`config.mk`:
```
export PLATFORM = sky130hd
export DESIGN_NAME = mul_issue_ctrl
export DESIGN_NICKNAME = d
export VERILOG_FILES = /design/src/rtl/muldiv_pkg.sv /design/src/rtl/mul_result_fmt.sv /design/src/rtl/mul_issue_ctrl.sv
export SDC_FILE = /design/constraint.sdc
export NUM_CORES = 1
export LEC_CHECK = 0
export CAP_MARGIN = 20
export CORE_AREA = 2 2 179 181
export DETAILED_ROUTE_END_ITERATION = 8
export DIE_AREA = 0 0 181 183
export GPL_TIMING_DRIVEN = 1
export HOLD_SLACK_MARGIN = 0.06
export RECOVER_POWER = 100
export SLEW_MARGIN = 20
export SYNTH_ARGS = -nofsm -noshare
export SYNTH_HDL_FRONTEND = slang
export SYNTH_SLANG_ARGS = --single-unit
export TNS_END_PERCENT = 5
```
`constraint.sdc`:
```
create_clock -name clk -period 3.4 [get_ports clk]
set_clock_uncertainty 0.1 [all_clocks]
set_input_delay 0.34 -clock clk [delete_from_list [all_inputs] [get_ports clk]]
set_output_delay 0.34 -clock clk [all_outputs]
set_load 0.02 [all_outputs]
```
`src/rtl/muldiv_pkg.sv`:
```
// Shared definitions for the multiply issue/control slice: RISC-V M-extension
// multiply op encodings, multiplier signedness pairs and the control FSM states.
package muldiv_pkg;

  typedef enum logic [1:0] {
    OP_MUL    = 2'b00,
    OP_MULH   = 2'b01,
    OP_MULHSU = 2'b10,
    OP_MULHU  = 2'b11
  } mul_op_e;

  // Signed pair sent to the multiplier: bit1 = multiplicand, bit0 = multiplier.
  localparam logic [1:0] SIGNED_UU = 2'b00;
  localparam logic [1:0] SIGNED_US = 2'b01;
  localparam logic [1:0] SIGNED_SU = 2'b10;
  localparam logic [1:0] SIGNED_SS = 2'b11;

  typedef enum logic [1:0] {
    ST_IDLE  = 2'b00,
    ST_ISSUE = 2'b01,
    ST_WAIT  = 2'b10,
    ST_RESP  = 2'b11
  } mul_state_e;

  // Operand signedness implied by the op. MUL only uses the low half of the
  // product, which is the same for any signedness, so it shares the SS pair.
  function automatic logic [1:0] op_signed_pair(input mul_op_e op);
    case (op)
      OP_MULHSU: return SIGNED_SU;
      OP_MULHU:  return SIGNED_UU;
      default:   return SIGNED_SS;
    endcase
  endfunction

endpackage

```
`src/rtl/mul_result_fmt.sv`:
```
// Writeback formatter: picks the product half an op architecturally returns
// and sign-extends the low word for MULW. Purely combinational.
module mul_result_fmt
  import muldiv_pkg::*;
#(
  parameter int XLEN = 64
) (
  input  mul_op_e         op,
  input  logic            is_w,
  input  logic [XLEN-1:0] hi,
  input  logic [XLEN-1:0] lo,
  output logic [XLEN-1:0] data
);

  // High ops return the upper half; MUL returns the low half, MULW its sign-extended low word.
  always_comb begin
    // NOTE: data gets a value before any branch so no path leaves it unassigned (no latch).
    data = hi;
    if (op == OP_MUL) begin
      data = is_w ? {{(XLEN/2){lo[XLEN/2-1]}}, lo[XLEN/2-1:0]} : lo;
    end
  end

endmodule

```
`src/rtl/mul_issue_ctrl.sv`:
```
// Multiply issue controller between the execute stage and a Booth/Wallace
// multiplier. Accepts one op at a time, drives the multiplier handshake with
// held operands, captures hi/lo and returns one formatted word on wb_*.
// Optional build macro MUL_RESULT_CACHE_EN adds a one-entry result cache that
// short-circuits repeated operand pairs straight to the response state.
module mul_issue_ctrl
  import muldiv_pkg::*;
#(
  parameter int XLEN = 64
) (
  input  logic            clk,
  input  logic            rst,
  input  logic            ex_valid,
  output logic            ex_ready,
  input  logic [1:0]      mul_op,
  input  logic            is_w,
  input  logic [XLEN-1:0] src1,
  input  logic [XLEN-1:0] src2,
  input  logic            flush,
  output logic            m_mul_valid,
  input  logic            m_mul_ready,
  output logic            m_mulw,
  output logic [1:0]      m_mul_signed,
  output logic [XLEN-1:0] m_multiplicand,
  output logic [XLEN-1:0] m_multiplier,
  output logic            m_flush,
  input  logic            m_out_valid,
  input  logic [XLEN-1:0] m_result_hi,
  input  logic [XLEN-1:0] m_result_lo,
  output logic            wb_valid,
  input  logic            wb_ready,
  output logic [XLEN-1:0] wb_data
);

  mul_state_e      state_q, state_d;
  mul_op_e         op_q;
  logic            w_q;
  logic [XLEN-1:0] src1_q, src2_q;
  logic [1:0]      sgn_q;
  logic [XLEN-1:0] wb_data_q;
  logic            m_flush_q;

  mul_op_e         op_in;
  logic            w_in;
  logic [1:0]      sgn_in;
  logic            accept;
  logic            capture;
  logic            hit;

  mul_op_e         fmt_op;
  logic            fmt_w;
  logic [XLEN-1:0] fmt_hi, fmt_lo, fmt_data;

  assign op_in   = mul_op_e'(mul_op);
  assign w_in    = is_w && (op_in == OP_MUL);
  assign sgn_in  = op_signed_pair(op_in);
  assign accept  = ex_valid && ex_ready;
  // A result arriving together with a flush belongs to a killed op.
  assign capture = (state_q == ST_WAIT) && m_out_valid && !flush;

`ifdef MUL_RESULT_CACHE_EN
  logic            c_valid_q;
  logic [XLEN-1:0] c_src1_q, c_src2_q, c_hi_q, c_lo_q;
  logic [1:0]      c_sgn_q;

  // Low-half ops ignore signedness; high-half ops must see the same signed pair.
  assign hit = c_valid_q && (c_src1_q == src1) && (c_src2_q == src2) &&
               ((op_in == OP_MUL) || (c_sgn_q == sgn_in));

  // Cache entry valid bit: set by any completed full-width capture, cleared only by reset.
  always_ff @(posedge clk) begin
    if (rst) begin
      c_valid_q <= 1'b0;
    end else if (capture && !w_q) begin
      c_valid_q <= 1'b1;
    end
  end

  // Cache entry payload: qualified by c_valid_q, so it needs no reset.
  always_ff @(posedge clk) begin
    // NOTE: storage behind a valid bit is left unreset; only the valid bit must come up known.
    if (capture && !w_q) begin
      c_src1_q <= src1_q;
      c_src2_q <= src2_q;
      c_sgn_q  <= sgn_q;
      c_hi_q   <= m_result_hi;
      c_lo_q   <= m_result_lo;
    end
  end

  // Formatter sees the incoming op and cached product in IDLE, the live product otherwise.
  always_comb begin
    fmt_op = op_q;
    fmt_w  = w_q;
    fmt_hi = m_result_hi;
    fmt_lo = m_result_lo;
    if (state_q == ST_IDLE) begin
      fmt_op = op_in;
      fmt_w  = w_in;
      fmt_hi = c_hi_q;
      fmt_lo = c_lo_q;
    end
  end
`else
  assign hit    = 1'b0;
  assign fmt_op = op_q;
  assign fmt_w  = w_q;
  assign fmt_hi = m_result_hi;
  assign fmt_lo = m_result_lo;
`endif

  mul_result_fmt #(.XLEN(XLEN)) u_fmt (
    .op   (fmt_op),
    .is_w (fmt_w),
    .hi   (fmt_hi),
    .lo   (fmt_lo),
    .data (fmt_data)
  );

  // Next-state logic; a flush overrides every handshake and returns to IDLE.
  always_comb begin
    state_d = state_q;
    case (state_q)
      ST_IDLE:  if (accept)                      state_d = hit ? ST_RESP : ST_ISSUE;
      ST_ISSUE: if (m_mul_valid && m_mul_ready)  state_d = ST_WAIT;
      ST_WAIT:  if (m_out_valid)                 state_d = ST_RESP;
      ST_RESP:  if (wb_valid && wb_ready)        state_d = ST_IDLE;
      default:                                   state_d = ST_IDLE;
    endcase
    if (flush) state_d = ST_IDLE;
  end

  // State, latched op/operands, registered writeback word and multiplier flush pulse.
  always_ff @(posedge clk) begin
    // NOTE: non-blocking assignments so every register samples pre-edge values.
    if (rst) begin
      state_q   <= ST_IDLE;
      op_q      <= OP_MUL;
      w_q       <= 1'b0;
      src1_q    <= '0;
      src2_q    <= '0;
      sgn_q     <= SIGNED_UU;
      wb_data_q <= '0;
      m_flush_q <= 1'b0;
    end else begin
      state_q   <= state_d;
      // Only a multiplier holding an op needs to be told to drop it.
      m_flush_q <= flush && ((state_q == ST_ISSUE) || (state_q == ST_WAIT));
      if (accept) begin
        op_q   <= op_in;
        w_q    <= w_in;
        src1_q <= src1;
        src2_q <= src2;
        sgn_q  <= sgn_in;
      end
      if (capture || (accept && hit)) begin
        wb_data_q <= fmt_data;
      end
    end
  end

  assign ex_ready       = (state_q == ST_IDLE) && !flush && !rst;
  assign m_mul_valid    = (state_q == ST_ISSUE) && !rst;
  assign m_mulw         = w_q;
  assign m_mul_signed   = sgn_q;
  assign m_multiplicand = src1_q;
  assign m_multiplier   = src2_q;
  assign m_flush        = m_flush_q;
  assign wb_valid       = (state_q == ST_RESP) && !flush && !rst;
  assign wb_data        = wb_data_q;

endmodule

```
==> Word-level counts from Yosys, hierarchy flattened <==
Index checks and enable logic that the tools add are counted.
{ "totals": {"register_bits": 200, "latch_bits": 0, "ram_bits": 0, "romBits": 0, "mem_count": 0} }
{ "classes": {"n_addsub": 0, "n_mul": 0, "n_div": 0, "magnitude_cmp": 0, "n_eq_ne": 9, "shifts": 0, "n_mux": 8, "bitwise": 0, "n_reduce_logical": 20} }
{ "ops": {"columns": ["op", "n"], "rows": [
  ["two-way mux 64 bit", 2],
  ["logical AND 1 bit", 12],
  ["equality test 2 bit (second input constant)", 4],
  ["two-way mux 2 bit", 4],
  ["inequality test 2 bit (second input constant)", 4],
  ["one-hot mux 2 bit (4 select lines)", 1],
  ["zero test 2 bit", 3],
  ["one-hot mux 2 bit (2 select lines)", 1],
  ["AND reduction 4 bit", 1],
  ["equality test 2 x 1 -> 1 bit (second input constant)", 1],
  ["zero test 1 bit", 2],
  ["OR reduction 2 bit", 1],
  ["logical OR 1 bit", 1]
]} }

==> Longest topological paths before layout <==
{ "depth": {"depth_word": 6, "ltp_mapped": 8} }

==> Modules after synthesis <==
A second synthesis with hierarchy kept.
{ "unflattened": {"hier_cells": 1036, "area_unflattened_um2": 8122.8} }
{ "modules_own_cells": {"columns": ["mod", "instances", "cells_each", "area_each_um2", "seq_area_each_um2"], "rows": [
  ["mul_issue_ctrl", 1, 885, 6975.4, 4003.8],
  ["mul_result_fmt", 1, 151, 1147.4, 0.0]
]} }

==> Worst setup path before layout <==
Ideal clock, no wire load.
{ "synth_timing": {"path_kind": "register -> register", "from": "reg state_q[0]", "to": "reg wb_data_q[10], in the netlist wb_data[10]", "setup_time_ns": 0.142, "t_arrival_ns": 1.487, "required_ns": 3.158, "setup_slack_ns": 1.671, "stages_incl_launch_ff": 7, "synth_period_minus_slack_ns": 1.729, "path_cell_list": "dfxtp_1 > inv_1 > ha_1 > nor3b_2 > buf_2 > buf_1 > a311oi_1"} }
{ "synth_between": {"elab_chain_len": 3} }
{ "synth_lines": {"columns": ["element", "line", "source"], "rows": [
  ["start, declared", "mul_issue_ctrl.sv:35", "mul_state_e state_q, state_d;"],
  ["start signal, assigned", "mul_issue_ctrl.sv:146", "state_q <= state_d;"],
  ["equality test 2 bit", "mul_issue_ctrl.sv:59", "assign capture = (state_q == ST_WAIT) && m_out_valid && !flush;"],
  ["logical AND 1 bit (2 in a row)", "mul_issue_ctrl.sv:59", null],
  ["end signal, assigned", "mul_issue_ctrl.sv:157", "wb_data_q <= fmt_data;"],
  ["end, declared", "mul_issue_ctrl.sv:40", "logic [XLEN-1:0] wb_data_q;"]
]} }
Every way passes these cells.
A chain may end at the register's enable or synchronous reset.

==> Worst setup path in the final report <==
{ "layout_timing": {"from": "in flush", "to": "reg src1_q[46], in the netlist m_multiplicand[46]"} }
{ "layout_between": {"elab_chain_len": 4} }
{ "layout_lines": {"columns": ["element", "line", "source"], "rows": [
  ["start, declared", "mul_issue_ctrl.sv:19", "input logic flush,"],
  ["zero test 1 bit", "mul_issue_ctrl.sv:162", "assign ex_ready = (state_q == ST_IDLE) && !flush && !rst;"],
  ["logical AND 1 bit (2 in a row)", "mul_issue_ctrl.sv:162", null],
  ["logical AND 1 bit", "mul_issue_ctrl.sv:57", "assign accept = ex_valid && ex_ready;"],
  ["end signal, assigned", "mul_issue_ctrl.sv:152", "src1_q <= src1;"],
  ["end, declared", "mul_issue_ctrl.sv:38", "logic [XLEN-1:0] src1_q, src2_q;"]
]} }
Every way passes these cells.

==> flow_summary.rst <==
.. list-table::
   :header-rows: 1

   * - Metric
     - Value
   * - Number of detailed-route iterations in the first pass
     - 5
   * - Cell type of the slowest stage on the worst timing path
     - clkbuf_4
   * - Post-route DRC
     - 0
   * - Height of the chip
     - 183 um
   * - Post-route fraction of the period consumed by the critical path
     - 82.2%
   * - R2R Path Start
     - state_q[0]$_SDFFE_PP0P_
   * - Proportion of layout cells with a drive suffix above 1
     - 3.44%
   * - XOR/XNOR share of the synthesized area
     - 0%
   * - Number of endpoints with negative hold slack in the final report
     - 0
   * - Post-synthesis average cell area
     - 7.81 um^2
   * - Worst rel slew slack
     - 2.47%
   * - CTS Root Cell
     - clkbuf_16
   * - Sort of element at the start of the critical path
     - input port
   * - Number of input and output port buffers inserted
     - 464
   * - Worst Slack Setup Final
     - 0.604 ns
   * - Vias in the first global route
     - 7908
   * - Initial core utilization
     - 25.1%
   * - Final routed wire length divided by cell count
     - 16.8 um
   * - CTS sink count
     - 200
   * - H-tree depth reported by CTS
     - 4
   * - Vias per inst
     - 4.59
   * - Antenna violations before repair
     - 1
   * - Insertion delay of the later-clocked pin in the worst-skew pair
     - 0.43 ns
   * - Largest vdd supply drop
     - 0.000304 V
   * - Largest delay contributor family on the critical path
     - buffers and inverters
   * - Max capacitance violation total
     - 0
   * - Arithmetic-cell share of the synthesized area counting full adders, half adders and majority gates
     - 0.798%
   * - Crit Path Class
     - input port to register
   * - Max incr delay on CP
     - 0.82 ns
   * - Shortest period the worst path allows
     - 2.80 ns
   * - Leading cell type in the layout, fill and taps excluded
     - nand2_1
   * - CP bufs+invs
     - 2
   * - Pin slew with the least headroom to its limit
     - 1.46 ns
   * - CP Launch Point
     - flush
   * - All-layer global routing usage
     - 18.0%
   * - Setup repair after global routing missed its margin
     - no
   * - Sequential share of the synthesized area
     - 51.1%
   * - Longest Clk Path Bufs
     - 2
   * - Startpoint of the worst hold path
     - rst
   * - Crit-path max FO
     - 89
   * - RD Place Congestion
     - 0.806
   * - Largest net degree at the start of global routing
     - 130
   * - Flop and latch count out of synthesis
     - 200
   * - Worst slack, placed
     - 0.785 ns
   * - Cell area after technology mapping
     - 7840 um^2
   * - Leading cell types in the layout, fill and taps excluded
     - nand2_1 (330), clkdlybuf4s50_1 (264), dfxtp_1 (200)
   * - Boundary Pins
     - 465
   * - Total gr overflow
     - 0
   * - Final-report max-slew violation count
     - 0
   * - Starting DRC count in detailed routing
     - 385
   * - Setup repair bufs after CTS
     - 0
   * - Proportion of synthesized area in mux cells
     - 0.128%
   * - Clock Pin Slew Worst Setup and Hold Paths
     - 0.08 ns
   * - Power per cell area
     - 397 nW/um^2
   * - Setup tns final
     - 0 ns
   * - Largest family of logic cells by synthesized area
     - simple AND/OR/NAND/NOR gates
   * - Area delta synth->final
     - 70.6%
   * - Number of gates resized after cts
     - 0
   * - TritonCTS clock tree
     - built
   * - Cell count after synthesis
     - 1004
   * - Critical path capture point type
     - register
   * - Die area
     - 33100 um^2
   * - Post-layout nets
     - 1685
   * - Number of vias after detailed routing
     - 8392
   * - Synth Area in Simple Gates
     - 23.2%
   * - Worst hold path type
     - input port to register
   * - Status
     - complete, no violations
   * - Cell breakdown of the critical path
     - dlygate4sd3_1 > nor2_1 > and3_1 > clkbuf_4 > nand2_1 > a21oi_1
   * - Setup-violating endpoint count in the final report
     - 0
   * - ANT nets after route
     - 0
   * - Leakage power of the design
     - 5.30 nW
   * - Cell Rows
     - 65
   * - First-pass GRT wire length
     - 46.3 mm
   * - Complex-gate fraction of the synthesized area
     - 19.8%
   * - Synthesized netlist net count
     - 1275
   * - Placeable core region
     - 31200 um^2
   * - WP data required
     - 3.65 ns
   * - Hold buffer count at CTS
     - 0
   * - Wire length after detailed routing
     - 30.7 mm
   * - Die span in x
     - 181 um
   * - Maximum clock frequency
     - 0.358 GHz
   * - Crit path DAT
     - 3.04 ns
   * - Warning count from the yosys run
     - 0
   * - Clock buffers created by TritonCTS
     - 17
   * - Dpl hpwl
     - 21.8 mm
   * - Number of unique standard cell types used by synthesis
     - 27
[cells by family after synthesis]
| family | Yosys count |
|---|---|
| AND/OR/NAND/NOR | 443 |
| buffers and inverters | 90 |
| flip-flops | 200 |
| multiplexers | 1 |
| AO/OA/AOI/OAI | 265 |
| adder cells (fa/ha/maj) | 5 |
[final cells by class]
type | instances | area, um^2
diodes | 1 | 2.50
clock buffers | 17 | 425
clock inverters | 14 | 188
fillers | 3164 | 17900
inverters | 3 | 11.3
multi-input cells | 714 | 3460
flip-flops and latches | 200 | 4000
well taps | 402 | 503
repair buffers | 478 | 4780
[registers in the layout (all words and copies together), names as in the netlist]
register / count
m_multiplier: 64
wb_data: 64
state_q: 2
m_flush: 1
fmt_op: 2
m_mul_signed: 2
m_mulw: 1
m_multiplicand: 64
[stage by stage]
stage	hold slack, ns	instance area [um^2]	utilization [%]	std cells	power, W
after floorplan	0.349	7840	-	1004	0.00274
after global placement	0.340	12800	41.0	1797	0.00322
after detailed placement	0.346	12800	41.0	1797	0.00323
after CTS	0.169	13400	42.9	1828	0.00542
after global routing	0.204	13400	42.8	1828	0.00555
final	0.184	13400	42.8	1829	0.00530
[metal layers]
| layer | GRT usage, % | wire [um] | vias up |
|---|---|---|---|
| li1 | - | - | 4197 |
| met1 | 21.8 | 12800 | 3876 |
| met2 | 29.9 | 14900 | 271 |
| met3 | 4.90 | 1980 | 48 |
| met4 | 8.03 | 1020 | 0 |
| met5 | 0 | 0 | - |
[report_power, final]
group          internal, W  switching, W
combinational     0.000405      0.000318
sequential         0.00239     0.0000253
clock              0.00118      0.000982
[cell usage after synthesis]
master	count	area [um^2]
nand2_1	330	1240
or3b_1	1	8.76
ha_1	5	62.6
nor2_1	39	146
a21oi_1	164	821
buf_4	8	60.1
a311oi_1	33	289
clkbuf_1	57	214
nand2b_1	33	206
and3_1	1	6.26
a222oi_1	1	10.0
dfxtp_1	200	4000
nor2b_1	1	6.26
inv_1	3	11.3
a21o_2	1	8.76
nand3b_1	1	7.51
mux2i_1	1	10.0
o211ai_1	32	240
a21bo_2	1	10.0
and2_1	2	12.5
nand3_1	33	165
nand4bb_1	1	11.3
o21ai_0	32	160
buf_2	17	85.1
buf_1	5	18.8
o311a_1	1	10.0
nor3b_2	1	12.5
[final timing paths]
path / to / slack (ns) / cells past startpoint
setup / recovery: m_multiplicand[46]$_SDFFE_PP0P_ / 0.60 / 6
hold / removal: m_flush$_SDFF_PP0_ / 0.18 / 2
setup reg to reg: wb_data[61]$_SDFFE_PP0P_ / 0.73 / 6
hold reg to reg: m_multiplicand[40]$_SDFFE_PP0P_ / 0.35 / 2
No activity file was read; power rests on OpenSTA's default activity.
